`config.mk`:
```
export PLATFORM = sky130hd
export DESIGN_NAME = imem_loader
export DESIGN_NICKNAME = d
export VERILOG_FILES = /design/src/rtl/loader_pkg.sv /design/src/rtl/word_assembler.sv /design/src/rtl/imem_loader.sv
export SDC_FILE = /design/constraint.sdc
export NUM_CORES = 1
export LEC_CHECK = 0
export BUFFER_PORTS_ARGS = -buffer_cell sky130_fd_sc_hd__buf_2
export CAP_MARGIN = 15
export CORE_UTILIZATION = 50
export CTS_CLUSTER_DIAMETER = 60
export DETAILED_ROUTE_END_ITERATION = 12
export PLACE_DENSITY = 0.72
export REMOVE_ABC_BUFFERS = 1
export SYNTH_ARGS = -nofsm -noshare
export SYNTH_HDL_FRONTEND = slang
export SYNTH_HIERARCHICAL = 1
export SYNTH_SLANG_ARGS = --single-unit
```
`constraint.sdc`:
```
create_clock -name clk -period 4 [get_ports clk]
set_input_delay 1.2 -clock clk [delete_from_list [all_inputs] [get_ports clk]]
set_output_delay 1.2 -clock clk [all_outputs]
set_load 0.005 [all_outputs]
```
`src/rtl/loader_pkg.sv`:
```
// Shared definitions for the instruction-memory boot loader: FSM state
// encoding, header length and instruction word width.
// Build option: IMEM_LOADER_CKSUM_EN adds the trailing checksum state.
package loader_pkg;

  localparam int HDR_LEN = 2;                 // header is a 2-byte word count
  localparam int WORD_W  = 16;                // instruction word width
  localparam int BYTE_W  = WORD_W / HDR_LEN;  // host stream is byte-wide

  typedef enum logic [2:0] {
    ST_HDR_HI,
    ST_HDR_LO,
    ST_DATA_HI,
    ST_DATA_LO,
`ifdef IMEM_LOADER_CKSUM_EN
    ST_CKSUM,
`endif
    ST_FLUSH,
    ST_RUN,
    ST_ERR
  } state_e;

endpackage

```
`src/rtl/word_assembler.sv`:
```
// Byte-pair to word assembler: holds the high byte and presents
// {high, current byte} so the low-byte accept sees the full word.
module word_assembler
  import loader_pkg::*;
(
  input  logic              clk,
  input  logic              reset,
  input  logic              hi_en_i,
  input  logic [BYTE_W-1:0] byte_i,
  output logic [WORD_W-1:0] word_o
);

  logic [BYTE_W-1:0] hi_q;

  // Capture the high byte of a pair when it is accepted.
  always_ff @(posedge clk) begin
    // NOTE: sequential state uses non-blocking assignments so every register
    // samples pre-edge values regardless of block ordering.
    if (reset) begin
      hi_q <= '0;
    end else if (hi_en_i) begin
      hi_q <= byte_i;
    end
  end

  assign word_o = {hi_q, byte_i};

endmodule

```
`src/rtl/imem_loader.sv`:
```
// Boot-time program loader: receives a counted byte stream, writes 16-bit
// words into instruction memory from address 0 and holds the CPU in reset
// until the image is committed.
// Build option: IMEM_LOADER_CKSUM_EN enables a trailing XOR checksum byte.
module imem_loader
  import loader_pkg::*;
#(
  parameter int ADDR_W = 8
) (
  input  logic              clk,
  input  logic              reset,
  input  logic              in_valid,
  input  logic [BYTE_W-1:0] in_byte,
  output logic              in_ready,
  output logic              imem_we,
  output logic [ADDR_W-1:0] imem_addr,
  output logic [WORD_W-1:0] imem_wdata,
  output logic              cpu_hold,
  output logic              done,
  output logic              error
);

  // Largest legal word count: exactly fills the memory.
  localparam logic [WORD_W:0] MAX_WORDS = (WORD_W + 1)'(1) << ADDR_W;

`ifdef IMEM_LOADER_CKSUM_EN
  localparam state_e AFTER_DATA = ST_CKSUM;
`else
  localparam state_e AFTER_DATA = ST_FLUSH;
`endif

  state_e            state_q, state_d;
  logic              accept;
  logic [WORD_W-1:0] word;
  logic [WORD_W:0]   hdr_n;
  logic [ADDR_W:0]   idx_q;    // next word index; one extra bit so a full image never wraps
  logic [ADDR_W:0]   cnt_q;    // word count from the header
  logic              last_word;
  logic              we_q;
  logic [ADDR_W-1:0] addr_q;
  logic [WORD_W-1:0] wdata_q;
`ifdef IMEM_LOADER_CKSUM_EN
  logic [BYTE_W-1:0] cksum_q;
`endif

  assign accept    = in_valid && in_ready;
  assign hdr_n     = {1'b0, word};
  assign last_word = (idx_q + (ADDR_W + 1)'(1)) == cnt_q;

  word_assembler u_word_assembler (
    .clk     (clk),
    .reset   (reset),
    .hi_en_i (accept && (state_q == ST_HDR_HI || state_q == ST_DATA_HI)),
    .byte_i  (in_byte),
    .word_o  (word)
  );

  // State register.
  always_ff @(posedge clk) begin
    if (reset) state_q <= ST_HDR_HI;
    else       state_q <= state_d;
  end

  // Next-state logic: advance only on accepted bytes, except FLUSH.
  always_comb begin
    // NOTE: default assignment first so no path leaves state_d unassigned,
    // which would otherwise infer a latch.
    state_d = state_q;
    case (state_q)
      ST_HDR_HI:  if (accept) state_d = ST_HDR_LO;
      ST_HDR_LO:
        if (accept) begin
          if (hdr_n > MAX_WORDS) state_d = ST_ERR;
          else if (hdr_n == '0)  state_d = AFTER_DATA;
          else                   state_d = ST_DATA_HI;
        end
      ST_DATA_HI: if (accept) state_d = ST_DATA_LO;
      ST_DATA_LO: if (accept) state_d = last_word ? AFTER_DATA : ST_DATA_HI;
`ifdef IMEM_LOADER_CKSUM_EN
      ST_CKSUM:   if (accept) state_d = (in_byte == cksum_q) ? ST_FLUSH : ST_ERR;
`endif
      ST_FLUSH:   state_d = ST_RUN;
      default:    state_d = state_q;  // RUN and ERR are terminal
    endcase
  end

  // Status outputs decoded from the current state.
  always_comb begin
    in_ready = 1'b0;
    cpu_hold = 1'b1;
    done     = 1'b0;
    error    = 1'b0;
    case (state_q)
      ST_HDR_HI, ST_HDR_LO, ST_DATA_HI, ST_DATA_LO: in_ready = 1'b1;
`ifdef IMEM_LOADER_CKSUM_EN
      ST_CKSUM: in_ready = 1'b1;
`endif
      ST_RUN: begin
        cpu_hold = 1'b0;
        done     = 1'b1;
      end
      ST_ERR:  error = 1'b1;
      default: ;
    endcase
  end

  // Word counter, write port registers and checksum accumulator.
  always_ff @(posedge clk) begin
    if (reset) begin
      idx_q   <= '0;
      cnt_q   <= '0;
      we_q    <= 1'b0;
      addr_q  <= '0;
      wdata_q <= '0;
`ifdef IMEM_LOADER_CKSUM_EN
      cksum_q <= '0;
`endif
    end else begin
      we_q <= 1'b0;
      if (accept && state_q == ST_HDR_LO) begin
        cnt_q <= hdr_n[ADDR_W:0];
      end
      if (accept && state_q == ST_DATA_LO) begin
        we_q    <= 1'b1;
        addr_q  <= idx_q[ADDR_W-1:0];
        wdata_q <= word;
        idx_q   <= idx_q + (ADDR_W + 1)'(1);
      end
`ifdef IMEM_LOADER_CKSUM_EN
      if (accept && state_q != ST_CKSUM) begin
        cksum_q <= cksum_q ^ in_byte;
      end
`endif
    end
  end

  assign imem_we    = we_q;
  assign imem_addr  = addr_q;
  assign imem_wdata = wdata_q;

endmodule
```
* After elaboration in Yosys (flattened, before gate mapping) *
Cells that the tools add are included.

word-level totals
  register bits = 54
  input bits = 11
  output and inout bits = 29

operators by class
  add/subtract/negate cells = 1
  magnitude comparators = 1
  equal/unequal tests = 11
  mux-type cells = 13
  reductions and logical operators = 10

operators by type and width
  cell                                                  count
  two-way mux 3 bit                                     7
  logical NOT 17 bit                                    1
  > comparator 16 x 9 -> 1 bit (second input constant)  1
  one-hot mux 3 bit (5 select lines)                    1
  adder 9 x 1 -> 9 bit (second input constant)          1
  == test 3 bit (second input constant)                 3
  == test 9 bit                                         1
  != test 2 bit (second input constant)                 4
  == test 3 x 2 -> 1 bit (second input constant)        2
  two-way mux 1 bit                                     5
  AND reduction 5 bit                                   1
  nonzero test 5 bit                                    1
  logical AND 1 bit                                     4
  OR reduction 4 bit                                    1
  == test 3 x 1 -> 1 bit (second input constant)        1
  logical NOT 3 bit                                     1
  logical OR 1 bit                                      1

* Longest topological paths before layout *
Gate-level depths: netlist of the first run.

  word-level depth = 6
  gate-level depth with buffers = 7

* Hierarchy *
Netlist of the first run, hierarchy kept.

modules (own cells, without submodules)
  module          times used  cells an instance  area an instance (µm²)
  imem_loader     1           253                2019.4
  word_assembler  1           34                 345.3

* Worst setup path before layout of the first run *
Ideal clock, no wire load.

  kind = input -> register
  start = input port in_byte[0]
  end = register state_q[2]
  arrival = 2.280 ns
  required time = 3.876 ns
  path slack = 1.596 ns
  stages on the path = 6
  path buffers = 1
  path through = buf_4 > nor4_1 > a21boi_0 > o311ai_0 > a21o_2 > o31ai_2

on the way
  cells in the longest elaborated chain, start to end = 5
  elaborated cells on any way between the ends = 6

RTL lines
  what                                                                  RTL line           text
  from (decl)                                                           imem_loader.sv:13  input logic [BYTE_W-1:0] in_byte,
  branches (longest 2 deep; another with > comparator 16 x 9 -> 1 bit)  n/a
  two-way mux 3 bit *                                                   imem_loader.sv:73  if (hdr_n > MAX_WORDS) state_d = ST_ERR;
  two-way mux 3 bit *                                                   imem_loader.sv:72  if (accept) begin
  one-hot mux 3 bit (5 select lines) *                                  imem_loader.sv:69  case (state_q)
  to (signal assigned)                                                  imem_loader.sv:61  else state_q <= state_d;
  to (decl)                                                             imem_loader.sv:32  state_e state_q, state_d;

Every way passes the cells marked *. The select of a mux whose other input is x is not followed.
A chain may end at the register's enable or synchronous reset.

* Worst setup path after layout of the first run *
  start = input port in_valid
  end = register u_word_assembler.hi_q[3]

on the way
  cells in the longest elaborated chain, start to end = 2

RTL lines
  what                  RTL line              text
  from (decl)           imem_loader.sv:12     input logic in_valid,
  logical AND 1 bit     imem_loader.sv:46     assign accept = in_valid && in_ready;
  logical AND 1 bit     imem_loader.sv:53     .hi_en_i (accept && (state_q == ST_HDR_HI || state_q == ST_DATA_HI)),
  to (signal assigned)  word_assembler.sv:22  hi_q <= byte_i;
  to (decl)             word_assembler.sv:13  logic [BYTE_W-1:0] hi_q;

Every way passes these cells.

==> results.cfg, run 1 <==
[outcome]
status = complete, but fails checks
violations = design-rule violations

[power]
vdd.ir_drop.worst_v = 0.000211
total_power_mw = 0.951
p_per_area_nw_per_um2 = 368
leakage_nw = 0.978

[synthesis]
synth_area_um2 = 2360
synthFlopType = dfxtp_1
synth_area_leader_cell = dfxtp_1
ys_ff_latch = 54
avgSynthCellArea_um2 = 8.24
yosysSeqAreaShare_pct = 45.7
async_flop_share_pct = 0
syn_inst = 287
yosys_warnings = 6
synth-edff-count = 0
ys_types = 42
synth_area_leaders = dfxtp_1 (46%), nand2_1 (12%), a21oi_1 (8.5%)
synth_top_area_share_pct = 45.7

[floorplanning]
dieHeight_um = 70.8
io_pins = 40
rows = 24
start_util_pct = 53.2
core_area_um2 = 4440
fp.dieW_um = 70.8
die_area_um2 = 5010

[timing]
worstMarginPinSlew_ns = 0.894
period_minus_slack_ns = 2.65
fmax_mhz = 377
rsz0062_at_grt = false
relSlewSlack_pct = 40.3
setup_viol = 0
finalHoldViolCount = 0
maxSlewViolCount = 0
setup_tns_ns = 0
clock-skew-final_ns = 0.00746
layout_worst_path_cycle_share_pct = 66.4

[detailed_routing]
vias = 1928
routed_wl_um = 4620
firstDrtPassIters = 8
avgRoutedWirePerCell_um = 12.8
drc = 6
via_per_inst = 5.33
antenna_left = 0
drtIter0Drc = 119

[finish]
final-seq-area_um2 = 1080
fill_cells = 426
drive_above_1_share_pct = 18.7
antennaDiodeCount = 0
multi_input_area_um2 = 1120
finalNetCount = 322
syn_to_final_growth_pct = 9.21

[placement]
dp_hpwl_um = 3190
io_buffer_count = 39
gp_congestion = 0.756

[cts]
clock_sinks = 54
clk_pin_slew_worst_paths_ns = 0.10
cts-root-buf = clkbuf_8
clock_latency_ns = 0.31
holdBufCountCts = 0
cts_tree = built
post-cts-setup-buffers = 0
h-tree-depth = 2
cts_resized = 0
clockBufferDepth = 2
cts-buffers-inserted = 5

[setup_path]
crit_top_cell = nor2b_1
cp_cell_sequence = buf_2 > nor2b_1 > nor2b_1 > mux2i_1 > nor2_1
worstSetupEndpointType = flip-flop
cpLargestDelayFamily = simple AND/OR/NAND/NOR gates
crit_fanout = 8
worstPathArrival_ns = 2.84
critPathBufInv = 1
critical-path-max-stage-delay_ns = 0.78
worstSetupStartpointType = primary input
critPathRequiredTime_ns = 4.18
slowest_stage = nor2b_1
critPathKind = in -> reg
rrSetupSlack_ns = 1.98

[global_route]
grt_pass1_wl_um = 7800
grt_pass1_vias = 1643
grt.overflow.total = 0
grt_max_degree = 37
track_usage_pct = 19.6
antenna_found_initial = 0

[worst_hold_path]
hp-class = reg -> reg

[flow_run]
cap_violations = 0
[sequential cells by signal (all words and copies together), names as in the netlist]
name and flops:
imem_wdata 16, cnt_q 9, idx_q 9, imem_addr 8
u_word_assembler/hi_q 8, state_q 3, imem_we 1
[power breakdown]
part	total, mW	internal (mW)	switching, mW
Combinational	0.0843	0.0337	0.0506
Sequential	0.568	0.553	0.0150
Clock	0.299	0.121	0.178
[cell families after synthesis]
kind of cell | count (synthesis) | synth area share, %
simple gates | 124 | 24.2
compound gates | 55 | 13.2
flops | 54 | 45.7
buf+inv | 29 | 6.72
xor+xnor | 16 | 6.24
mux | 8 | 3.39
fa+ha+maj | 1 | 0.529
[layout by cell type, fill, tap and decap left out, types with 2 or more instances in the layout]
cell	n
xnor2_1	10
o21ai_0	4
o311ai_0	2
nor3_1	7
clkbuf_8	5
mux2i_1	8
nor4_1	3
nor2b_1	3
xor2_1	5
or3_1	4
nand4_1	2
nor2_1	14
nand3_2	2
nand2_1	78
dfxtp_1	54
a211oi_1	2
a21oi_1	40
buf_2	39
inv_1	3
buf_4	3
[metal layers]
layer | up-vias | track usage [%] | wire, um
met5 | - | 0 | 0
met4 | 0 | 6.00 | 63
met3 | 6 | 3.85 | 113
met2 | 33 | 31.2 | 2220
met1 | 895 | 27.0 | 2230
li1 | 994 | - | -
[synthesized netlist by cell type, drive strengths merged (2+ instances only)]
master / count
xor2: 5
nand2: 78
nor4: 3
nor3: 8
dfxtp: 54
o31ai: 2
a21oi: 40
nand4: 2
a211oi: 2
o311ai: 2
or3: 5
nand3: 3
nor2b: 3
a21o: 2
nor2: 14
or2: 2
o21ai: 4
buf: 18
mux2i: 8
inv: 3
clkbuf: 8
xnor2: 11
[worst min-delay path, delay by kind of cell (launching register included)]
kind / cells / cell delay (ns)
flops: 1 / 0.31
simple gates: 1 / 0.05
compound gates: 1 / 0.05
[final timing paths]
path,start,end,cells after the start
worst max-delay path,in_valid,u_word_assembler/hi_q[3]$_SDFFE_PP0P_,5
worst min-delay path,imem_addr[5]$_SDFFE_PP0P_,imem_addr[5]$_SDFFE_PP0P_,2
worst min register to register,imem_addr[5]$_SDFFE_PP0P_,imem_addr[5]$_SDFFE_PP0P_,2
worst max register to register,state_q[2]$_SDFFE_PP0P_,u_word_assembler/hi_q[3]$_SDFFE_PP0P_,4
[area by class of cell]
type / instances / area share [%]
multi-input cells: 204 / 43.6
flip-flops and latches: 54 / 41.9
repair buffers: 42 / 8.43
clock buffers: 5 / 2.66
well taps: 52 / 2.52
clock inverters: 2 / 0.533
inverters: 3 / 0.436
[through the flow]
stage               util (%)  hold WS [ns]  instance area (um2)  cells  setup slack, ns
finish                  58.1         0.453                 2580    362             1.35
global route            58.1         0.471                 2580    362             1.17
floorplan                  -         0.438                 2220    261             1.34
detailed placement      56.3         0.443                 2500    355             1.01
global placement        56.3         0.439                 2500    355             1.06
CTS                     58.1         0.456                 2580    362             1.34
(Power assumes the default switching activity.)
==> run 2: changes to the inputs <==
Clock period 4 ns to 2.7 ns, I/O delays scaled along.
==> run 2 against run 1 <==
  * The run still ends with design-rule violations left
  * First-iteration DRC count unchanged
  * Sequential share of layout area decreased by 0.82 points
  * Global-route usage increased by 0.70 points
  * Critical path depth decreased by 1
  * Critical path type is now reg -> out
  * Largest cell class unchanged
  * Highest routed layer unchanged
==> results.cfg, run 2 (synthesis gave the netlist of run 1 again) <==
[outcome]
status = complete, but fails checks
violations = design-rule violations

[finish]
final-seq-area_um2 = 1080
utilization_pct = 59.3
syn_to_final_growth_pct = 11.4
final_common_cell = nand2_1
fill_cells = 415
stdcell_count = 367
finalInstanceArea_um2 = 2630
multi_input_area_um2 = 1120
finalNetCount = 326
largest_register_ffs = 16
antennaDiodeCount = 0
layout_common_cells = nand2_1 (78), dfxtp_1 (54), a21oi_1 (40), buf_2 (39), nor2_1 (14)
drive_above_1_share_pct = 19.7

[timing]
fmax_mhz = 465
clock-skew-final_ns = 0.00459
relSlewSlack_pct = 63.7
layout_worst_path_cycle_share_pct = 79.7
maxSlewViolCount = 0
worstMarginPinSlew_ns = 0.545
rsz0062_at_grt = false
setup_viol = 0
period_minus_slack_ns = 2.15
setup_tns_ns = 0
fin_ws_ns = 0.548
finalHoldViolCount = 0

[cts]
cts_resized = 0
cts_tree = built
h-tree-depth = 2
clk_pin_slew_worst_paths_ns = 0.09
clockBufferDepth = 2
cts-buffers-inserted = 5
clock_sinks = 54
post-cts-setup-buffers = 0
cts-root-buf = clkbuf_8
holdBufCountCts = 0
clock_latency_ns = 0.29

[detailed_routing]
firstDrtPassIters = 8
drtIter0Drc = 119
drc = 6
antenna_left = 0
routed_wl_um = 4700
vias = 1939
via_per_inst = 5.28
avgRoutedWirePerCell_um = 12.8

[floorplanning]
io_pins = 40
dieHeight_um = 70.8
fp.dieW_um = 70.8
die_area_um2 = 5010
core_area_um2 = 4440
rows = 24
start_util_pct = 53.2

[worst_hold_path]
hold_start = imem_addr[3]$_SDFFE_PP0P_
hp-class = reg -> reg

[setup_path]
cpLargestDelayFamily = flip-flops
critPathRequiredTime_ns = 1.89
cp_cell_sequence = nor2b_1 > nand2_1 > inv_1 > buf_2
critical-path-max-stage-delay_ns = 0.49
crit_fanout = 8
critPathKind = reg -> out
critPathBufInv = 2
reg2reg_from = idx_q[0]$_SDFFE_PP0P_
slowest_stage = dfxtp_1
worstPathArrival_ns = 1.34
crit_start = state_q[0]$_SDFFE_PP0P_
worstSetupEndpointType = primary output
worstSetupStartpointType = flip-flop

[placement]
io_buffer_count = 39
dp_hpwl_um = 3400
dpl_cell_area_um2 = 2540
post-place-ws_ns = 0.488
dp_cells = 359
gp_congestion = 0.803

[flow_run]
cap_violations = 0

[global_route]
track_usage_pct = 20.3
grt_pass1_wl_um = 8160
grt_max_degree = 30
grt_pass1_vias = 1793
antenna_found_initial = 0
grt.overflow.total = 0

[power]
leakage_nw = 1.01
p_per_area_nw_per_um2 = 543
vdd.ir_drop.worst_v = 0.000563
==> run 2: path summary, 6_finish.rpt <==
kind,slack (ns),to,cells past startpoint
worst min-delay path,0.45,imem_addr[3]$_SDFFE_PP0P_,2
worst min register to register,0.45,imem_addr[3]$_SDFFE_PP0P_,2
worst max register to register,0.80,state_q[2]$_SDFFE_PP0P_,6
worst max-delay path,0.55,done,4
==> run 2: report_power, final <==
| part | switching (mW) | internal [mW] |
|---|---|---|
| registers | 0.0228 | 0.819 |
| logic | 0.0763 | 0.0559 |
| clock network | 0.249 | 0.208 |
==> run 2: area by class of cell <==
type / instances / share of cell area [%]
multi-input cells: 204 / 42.7
repair buffers: 46 / 9.88
well taps: 52 / 2.47
inverters: 3 / 0.428
clock inverters: 1 / 0.190
flip-flops and latches: 54 / 41.0
clock buffers: 7 / 3.28
==> run 2: per-stage QoR <==
| step | hold WS (ns) | power, mW |
|---|---|---|
| 3_5_place_dp | 0.445 | 0.993 |
| 6_report | 0.453 | 1.43 |
| 4_1_cts | 0.458 | 1.45 |
| 2_1_floorplan | 0.438 | 0.931 |
| 3_3_place_gp | 0.438 | 0.988 |
| 5_1_grt | 0.475 | 1.50 |
==> run 2: tightest hold or removal path: stages (launching register included) <==
cell and delay, ns:
dfxtp_1 0.32, nand2_1 0.05, a21oi_1 0.05
==> run 2: layer usage <==
metal  vias up  global-route usage [%]  wire [um]
met5         -                       0          0
met1       895                    26.1       2210
met3         5                    3.70        144
met4         0                    5.33         65
met2        34                    35.1       2280
li1       1005                       -          -
